===== src/rtl/aes_req_arbiter.sv =====
// Two-requester round-robin front end for a single AES_top core: latches the winning block,
// drives core_en, returns the ciphertext by valid/ready. Optional WAIT timeout: AES_TIMEOUT_EN.
module aes_req_arbiter #(
  parameter int GAP_CYCLES     = 2,
  parameter int TIMEOUT_CYCLES = 64
) (
  input  logic         AES_clk,
  input  logic         AES_rst,
  input  logic         req0_valid,
  output logic         req0_ready,
  input  logic [127:0] req0_data,
  input  logic [127:0] req0_key,
  input  logic         req1_valid,
  output logic         req1_ready,
  input  logic [127:0] req1_data,
  input  logic [127:0] req1_key,
  output logic         resp0_valid,
  input  logic         resp0_ready,
  output logic         resp1_valid,
  input  logic         resp1_ready,
  output logic [127:0] resp_data,
  output logic         resp_err,
  output logic         core_en,
  output logic [127:0] core_data_in,
  output logic [127:0] core_key_in,
  input  logic [127:0] core_data_out,
  input  logic         core_data_out_valid,
  output logic         busy,
  output logic         grant_id
);

  typedef enum logic [1:0] {
    S_IDLE = 2'd0,
    S_WAIT = 2'd1,
    S_RESP = 2'd2,
    S_GAP  = 2'd3
  } state_t;

  state_t     r_state;
  state_t     w_state_nxt;
  logic       r_last_grant;
  logic [7:0] r_gap_cnt;
  logic       w_sel;
  logic       w_accept;
  logic       w_resp_hs;
  logic       w_gap_done;
`ifdef AES_TIMEOUT_EN
  logic [7:0] r_wait_cnt;
  logic       w_timeout;

  assign w_timeout = (r_wait_cnt == 8'(TIMEOUT_CYCLES - 1));
`else
  assign resp_err = 1'b0;
`endif

  assign req0_ready = (r_state == S_IDLE) && req0_valid && !w_sel;
  assign req1_ready = (r_state == S_IDLE) && req1_valid && w_sel;
  assign w_accept   = req0_ready || req1_ready;
  assign w_resp_hs  = (resp0_valid && resp0_ready) || (resp1_valid && resp1_ready);
  assign w_gap_done = (r_gap_cnt == 8'(GAP_CYCLES - 1));
  assign busy       = (r_state != S_IDLE);

  // Round-robin pick: on a tie the requester that did not win last time goes first
  always_comb begin
    w_sel = 1'b0;
    if (req0_valid && req1_valid) begin
      w_sel = ~r_last_grant;
    end else if (req1_valid) begin
      w_sel = 1'b1;
    end else begin
      w_sel = 1'b0;
    end
  end

  // Next-state logic
  always_comb begin
    w_state_nxt = r_state;
    case (r_state)
      S_IDLE: begin
        if (w_accept) w_state_nxt = S_WAIT;
        else          w_state_nxt = S_IDLE;
      end
      S_WAIT: begin
        if (core_data_out_valid) w_state_nxt = S_RESP;
`ifdef AES_TIMEOUT_EN
        else if (w_timeout)      w_state_nxt = S_RESP;
`endif
        else                     w_state_nxt = S_WAIT;
      end
      S_RESP: begin
        if (w_resp_hs) begin
          if (GAP_CYCLES == 0) w_state_nxt = S_IDLE;
          else                 w_state_nxt = S_GAP;
        end else begin
          w_state_nxt = S_RESP;
        end
      end
      S_GAP: begin
        if (w_gap_done) w_state_nxt = S_IDLE;
        else            w_state_nxt = S_GAP;
      end
      default: w_state_nxt = S_IDLE;
    endcase
  end

  // State, datapath latches and registered outputs
  always_ff @(posedge AES_clk) begin
    if (AES_rst) begin
      r_state      <= S_IDLE;
      r_last_grant <= 1'b1;
      r_gap_cnt    <= 8'd0;
      core_en      <= 1'b0;
      core_data_in <= 128'd0;
      core_key_in  <= 128'd0;
      resp_data    <= 128'd0;
      resp0_valid  <= 1'b0;
      resp1_valid  <= 1'b0;
      grant_id     <= 1'b0;
`ifdef AES_TIMEOUT_EN
      r_wait_cnt   <= 8'd0;
      resp_err     <= 1'b0;
`endif
    end else begin
      r_state <= w_state_nxt;
      case (r_state)
        S_IDLE: begin
          if (w_accept) begin
            core_en      <= 1'b1;
            core_data_in <= w_sel ? req1_data : req0_data;
            core_key_in  <= w_sel ? req1_key  : req0_key;
            grant_id     <= w_sel;
            r_last_grant <= w_sel;
`ifdef AES_TIMEOUT_EN
            r_wait_cnt   <= 8'd0;
`endif
          end
        end
        S_WAIT: begin
          // Leaving WAIT on the first valid cycle is what makes a stretched valid count once
          if (core_data_out_valid) begin
            core_en     <= 1'b0;
            resp_data   <= core_data_out;
            resp0_valid <= ~grant_id;
            resp1_valid <= grant_id;
`ifdef AES_TIMEOUT_EN
            resp_err    <= 1'b0;
          end else if (w_timeout) begin
            core_en     <= 1'b0;
            resp_data   <= 128'd0;
            resp_err    <= 1'b1;
            resp0_valid <= ~grant_id;
            resp1_valid <= grant_id;
          end else begin
            r_wait_cnt  <= r_wait_cnt + 8'd1;
`endif
          end
        end
        S_RESP: begin
          if (w_resp_hs) begin
            resp0_valid <= 1'b0;
            resp1_valid <= 1'b0;
            r_gap_cnt   <= 8'd0;
          end
        end
        S_GAP: begin
          r_gap_cnt <= r_gap_cnt + 8'd1;
        end
        default: begin
          r_gap_cnt <= 8'd0;
        end
      endcase
    end
  end

endmodule


===== config.mk =====
export PLATFORM = sky130hd
export DESIGN_NAME = aes_req_arbiter
export DESIGN_NICKNAME = d
export VERILOG_FILES = /design/src/rtl/aes_req_arbiter.sv
export SDC_FILE = /design/constraint.sdc
export NUM_CORES = 1
export LEC_CHECK = 0
export CAP_MARGIN = 20
export CORE_AREA = 8 8 400 402
export CTS_CLUSTER_DIAMETER = 50
export DETAILED_ROUTE_END_ITERATION = 8
export DIE_AREA = 0 0 408 410
export GPL_TIMING_DRIVEN = 0
export PLACE_DENSITY = 0.39
export SLEW_MARGIN = 20
export SYNTH_ARGS = -nofsm -noshare
export SYNTH_HDL_FRONTEND = slang
export SYNTH_SLANG_ARGS = --single-unit

===== constraint.sdc =====
create_clock -name AES_clk -period 1.8 [get_ports AES_clk]
set_input_delay 0.36 -clock AES_clk [delete_from_list [all_inputs] [get_ports AES_clk]]
set_output_delay 0.36 -clock AES_clk [all_outputs]
set_load 0.05 [all_outputs]

==> metrics.md, run 1 <==
| Metric | Value |
|---|---|
| P_leak | 13.4 nW |
| Clk sinks | roughly 400 |
| Core area | 153000 sq um |
| Pwr Density | 1130 nW/um^2 |
| Starting Density | 11.6% |
| IO Pins | 1039 |
| Ys Warns | 0 |
| Largest net degree at the start of global routing | 14 |
| Max Fclk | 491 MHz |
| Place WS | -1.46 ns |
| Reg2reg end | core_data_in[103] |
| Worst vdd ir | ~0.55 mV |
| Clk_skew | 0.0322 ns |
| Number of global-route vias before repair | 19800 |
| R2r setup slk | -0.20 ns |
| Htree depth | 3 |
| Core Util, Final | 23.4% |
| CTS tree | yes |
| Sequential share of the synthesized area | 44.9% |
| Crit-path max FO | 6 |
| GPL Wtd Cong | 0.831 |
| Worst Tran Pin Value | around 1.1 ns |
| Max clock buf depth | 3 |
| Outcome | finished, violations left |
| Tmin final | 2.04 ns |
| I/O Buffers | 1036 |
| Distinct cells, synth | 39 |
| Hold Path Sink | r_gap_cnt[7] |
| ANT nets after route | 0 |
| Crit Reg-Reg Startpoint | r_last_grant |
| RSZ-0062 raised after global routing | yes |
| R2r worst-path depth | 10 |
| Post-Syn Area per Cell | 9.98 sq um |
| Mapped cell area | 17800 sq um |
| Drt drc | 0 |
| GR Overflow Total | 0 |
| Clk pin slew, worst setup/hold paths | roughly 0.050 ns |
| Most common cell after layout, fill and taps aside | clkdlybuf4s50_1 |
| Final WS setup | -0.237 ns |
| EDFF count, synth | 0 |
| Req. time, crit path | approximately 2.4 ns |
| Crit path arrival time | 2.61 ns |
| Initial antenna violation count | 91 |
| Initial DRC Count | 840 |
| Inserted Clock Buffers | 86 |
| Layout cells sized above 1 | 37.9% |
| Synth Flop Type | dfxtp_1 |
| CP startpoint kind | input pin |
| Synthesis-stage register bit count | 399 |
| Synth Instances | between 1500 and 2000 |
| Hold Path Depth | 3 |
| Placed inst area | 30700 sq um |
| GR Util All Layers | 15.6% |
| Period utilization | 113% |
| Cell Count Post-Placement | 4862 |
| Hold Crit Class | in -> reg |
| Slew Viols, Final | 0 |
| WHS | 0.224 ns |
| HPWL after DPL | 115000 microns |
| Ys async rst share | 0% |
| Worst setup path category | in -> reg |
| Drt pass-1 iters | 4 |
| Failing checks | setup timing |
| Global-route wire length before repair | 181000 microns |
| Vias/cell | 3.69 |
| Commonest non-fill, non-tap cells in the layout | clkdlybuf4s50_1 (645), dfxtp_1 (393), buf_2 (347) |
| Clk_lat worst skew | 0.68 ns |
| Die area | approximately 170000 sq um |
| Syn_nets | 2431 |
| Fin area | 35900 sq um |
| Nets@finish | 3632 |
| CP Capture Type | register |
| Area delta synth->final | 102% |
| Worst Hold Launch | AES_rst |
| Worst rel slew slack | between 20% and 30% |
| Max Cap Viol | 0 |
| Vias | around 19000 |
| Final Hold Fails | 0 |
| Die Wd | 408 microns |
| Final setup vio count | 217 |
| Row count | around 140 |
| Final WL | 138000 microns |
| Die height | 410 microns |
| Root Driver | clkbuf_16 |
| Non-Filler Instances | 5127 |
| DR WL/cell | about 27 microns |
-- through the flow --
| step | power [mW] | setup TNS, ns |
|---|---|---|
| detailed placement | 22.6 | -208.06 |
| finish | 40.5 | -24.99 |
| global route | 42.2 | -38.01 |
| CTS | 40.8 | -21.53 |
| global placement | 22.5 | -257.35 |
| floorplan | 17.1 | 0 |
-- metal layers --
metal  vias up  GRT usage [%]  routed length (microns)  share of wire (%)
met5         -              0                      275               0.20
met3       217           5.81                    10500                7.6
met1      9138           17.6                    54400                 39
li1       8774              -                        -                  -
met4        44           2.70                     2510                1.8
met2       732           28.3                    70400                 51
-- critical path, stage by stage --
cell and delay [ns]:
clkdlybuf4s50_1 0.64, a21boi_4 0.11, buf_4 0.14, buf_6 0.11, buf_12 0.13, buf_12 0.13, buf_16 0.14, buf_12 0.15
buf_12 0.13, buf_16 0.14, mux2i_4 0.19, a211oi_2 0.21
-- kinds of logic after synthesis --
logic type                 share of synthesized area (%)
and+or+nand+nor                                     12.3
other                                             0.0211
AOI/OAI and AO/OA                                   21.3
muxes                                               14.5
adders and majority gates                          0.141
DFF                                                 44.9
buffers and inverters                               6.91
-- area by class of cell --
cell class,instances,area [sq um]
fillers,16700,117000
multi-input cells,1217,10600
repair buffers,1115,9970
flip-flops and latches,399,8000
well taps,2044,2560
clock buffers,95,2250
plain buffers,162,1520
clock inverters,66,930
diodes,27,67.6
inverters,2,7.51
-- flip-flops by register name, indices dropped and copies added (netlist names) --
register	flops
core_data_in	128
core_en	1
core_key_in	128
grant_id	1
r_gap_cnt	8
r_last_grant	1
r_state	2
resp0_valid	1
resp1_valid	1
resp_data	128
-- how the worst max path moves through the flow --
| stage | start | slack [ns] | end | cells after the start |
|---|---|---|---|---|
| 6_report | req0_valid | -0.24 | core_key_in[71] | 12 |
| 5_1_grt | r_state[0] | -0.31 | req0_ready | 5 |
| 4_1_cts | r_last_grant | -0.36 | req1_ready | 5 |
| 3_5_place_dp | req1_valid | -1.46 | req1_ready | 6 |
| 3_3_place_gp | req1_valid | -1.44 | req1_ready | 6 |
| 2_1_floorplan | req1_valid | 0.06 | req0_ready | 5 |
-- synthesized netlist by cell type (2+ instances only) --
library cell | instances | area share, %
buf_12 | 22 | 2.5
ha_1 | 2 | 0.14
buf_2 | 46 | 1.3
a31oi_1 | 2 | 0.070
a211oi_2 | 219 | 15
inv_1 | 2 | 0.042
nand3_1 | 5 | 0.14
buf_6 | 6 | 0.38
and3_1 | 3 | 0.11
buf_4 | 36 | 1.5
clkbuf_1 | 53 | 1.1
a21oi_1 | 134 | 3.8
nand3b_1 | 3 | 0.13
nand4b_1 | 5 | 0.25
mux2i_1 | 257 | 14
o31ai_1 | 4 | 0.17
nand2_1 | 260 | 5.5
a211oi_1 | 37 | 1.6
nand4_1 | 2 | 0.070
nand2b_1 | 2 | 0.070
dfxtp_1 | 399 | 45
nor2_1 | 265 | 5.6
and2_1 | 2 | 0.070
-- power by group --
group	switching (mW)	internal, mW	total (mW)
Clock	6.13	11.3	17.5
Sequential	0.549	9.82	10.4
Combinational	7.97	4.71	12.7
-- timing repair --
action | 4_1_cts | 5_1_grt
buffers inserted | 47 | 18
cloned | 10 | 7
pin swaps | 97 | 11
gates resized for setup | 2256 | 214
hold buffers | 0 | 0
endpoints found under the setup margin | 727 | 273
Power figures use the tool's default switching activity.
==> run 2: changes to the inputs <==
SKIP_CTS_REPAIR_TIMING = 1   (was default)
==> run 2 against run 1 <==
The flow still finishes with violations (setup timing). Final cell count is 1.4% lower. Non-clock buffer count down 65. First-iteration DRC count fell by 14%. Fmax decreased by 1.9%. Sequential share of layout area up 2.2 points. Worst setup slack worse by 0.039 ns. Clock skew shrank 0.0042 ns. Critical path depth shrank 7. Register-to-register slack hardly changed. Critical endpoint is now req1_ready.
==> metrics.md, run 2 (same netlist as run 1, synthesis figures left out) <==
| Metric | Value |
|---|---|
| Top delay family on crit path | buffers and inverters |
| I/O Buffers | 1036 |
| Most common cell after layout, fill and taps aside | clkdlybuf4s50_1 |
| Vias/cell | 3.64 |
| Outcome | finished, violations left |
| Crit Reg-Reg Startpoint | r_last_grant |
| Pwr Density | 1200 nW/um^2 |
| Req. time, crit path | 1.44 ns |
| RSZ-0062 raised after global routing | yes |
| Die area | 167000 sq um |
| GR Util All Layers | 15.3% |
| Worst path cell trace | a21boi_2 > buf_12 > buf_12 > and2_4 > buf_12 |
| Core Util, Final | 21.3% |
| Final WS setup | -0.277 ns |
| Initial DRC Count | 726 |
| Drt pass-1 iters | 4 |
| P_leak | 12.5 nW |
| Die height | 410 microns |
| Worst rel slew slack | 26.8% |
| Final WL | between 100000 and 150000 microns |
| Fin area | 32700 sq um |
| Clk_skew | between 0.02 and 0.03 ns |
| CTS tree | yes |
| Row count | 144 |
| Critical path buffers and inverters | 3 |
| R2r worst-path depth | 7 |
| WHS | 0.226 ns |
| Slew Viols, Final | 0 |
| Crit-path max FO | 8 |
| Initial antenna violation count | between 80 and 90 |
| Root Driver | clkbuf_16 |
| Max Cap Viol | 0 |
| Crit path arrival time | between 1.5 and 2 ns |
| ANT nets after route | 0 |
| Critical Path Most Common Cell | buf_12 |
| Final Hold Fails | 0 |
| Worst path slowest cell | dfxtp_2 |
| Worst Tran Pin Value | 1.10 ns |
| Drt drc | 0 |
| R2r setup slk | -0.21 ns |
| Final setup vio count | approximately 150 |
| Clk sinks | 399 |
| Max Fclk | roughly 480 MHz |
| Starting Density | between 10% and 20% |
| Worst vdd ir | between 0.5 and 0.6 mV |
| Global-route wire length before repair | roughly 180000 microns |
| Vias | around 18000 |
| Area delta synth->final | 83.6% |
| Max clock buf depth | 3 |
| Non-Filler Instances | 5056 |
| GR Overflow Total | 0 |
| Die Wd | ~410 microns |
| Worst setup path category | reg -> out |
| HPWL after DPL | 115000 microns |
| Placed inst area | 30700 sq um |
| Tmin final | between 2 and 2.5 ns |
| Clk pin slew, worst setup/hold paths | 0.05 ns |
| Hold Crit Class | in -> reg |
| CP Capture Type | output port |
| Cell Count Post-Placement | 4862 |
| Number of global-route vias before repair | 19400 |
| Largest regs | core_data_in x128, core_key_in x128, resp_data x128 |
| Final total power | 39.1 mW |
| Period utilization | 115% |
| Inserted Clock Buffers | 86 |
| GPL Wtd Cong | 0.831 |
| Reg2reg end | core_data_in[19] |
| CP startpoint kind | register |
| DR WL/cell | 26.7 microns |
| Failing checks | setup timing |
| Largest net degree at the start of global routing | 14 |
| Commonest non-fill, non-tap cells in the layout | clkdlybuf4s50_1 (645), dfxtp_1 (395), clkbuf_2 (331) |
| IO Pins | 1039 |
| Hold Path Sink | r_gap_cnt[7] |
| Worst Hold Launch | AES_rst |
| Clk_lat worst skew | ~0.67 ns |
| Core area | 153000 sq um |
| Hold Path Depth | 3 |
| Crit. path cell count | 5 |
| Htree depth | 3 |
| Layout cells sized above 1 | 31.7% |
| Slowest cell delay on critical path | 0.33 ns |
| Nets@finish | 3567 |
[run 2: layout make-up]
type,instances,area [sq um]
antenna,21,52.6
fill,17000,121000
timing repair buffer,1048,8620
inverter,2,7.51
clock inverter,66,930
clock buffer,95,2250
buffer,164,1430
sequential,399,7990
tap,2044,2560
multi-input combinational,1217,8830
[run 2: worst reg2reg max path: cells and delay by family (launching register included)]
family / cells / cell delay, ns
flip-flops: 1 / 0.33
multiplexers: 1 / 0.38
AO/OA/AOI/OAI: 2 / 0.30
buffers and inverters: 4 / 0.86
[run 2: stage by stage]
stage | setup slack [ns] | TNS [ns]
2_1_floorplan | 0.0565 | 0
3_3_place_gp | -1.44 | -257.35
3_5_place_dp | -1.46 | -208.06
4_1_cts | -1.56 | -264.93
5_1_grt | -0.404 | -34.27
6_report | -0.277 | -12.62
[run 2: power by group]
part           total, mW  switching [mW]  internal [mW]
sequential          10.4           0.573           9.82
clock               17.5            6.14           11.3
combinational       11.3            7.51           3.77
total               39.1            14.2           24.9
[run 2: worst max-delay path by stage]
stage                       startpoint         end  slack, ns
after floorplan             req1_valid  req0_ready       0.06
final                     r_last_grant  req1_ready      -0.28
after detailed placement    req1_valid  req1_ready      -1.46
after global placement      req1_valid  req1_ready      -1.44
after global routing      r_last_grant  req1_ready      -0.40
after CTS                 r_last_grant  req1_ready      -1.56
[run 2: layer usage]
metal | GRT usage (%) | up-vias | routed length, microns
li1 | - | 8607 | -
met1 | 17.2 | 8771 | 54000
met2 | 28.0 | 735 | 68500
met3 | 5.67 | 240 | 9780
met4 | 2.21 | 40 | 2690
met5 | 0 | - | 243
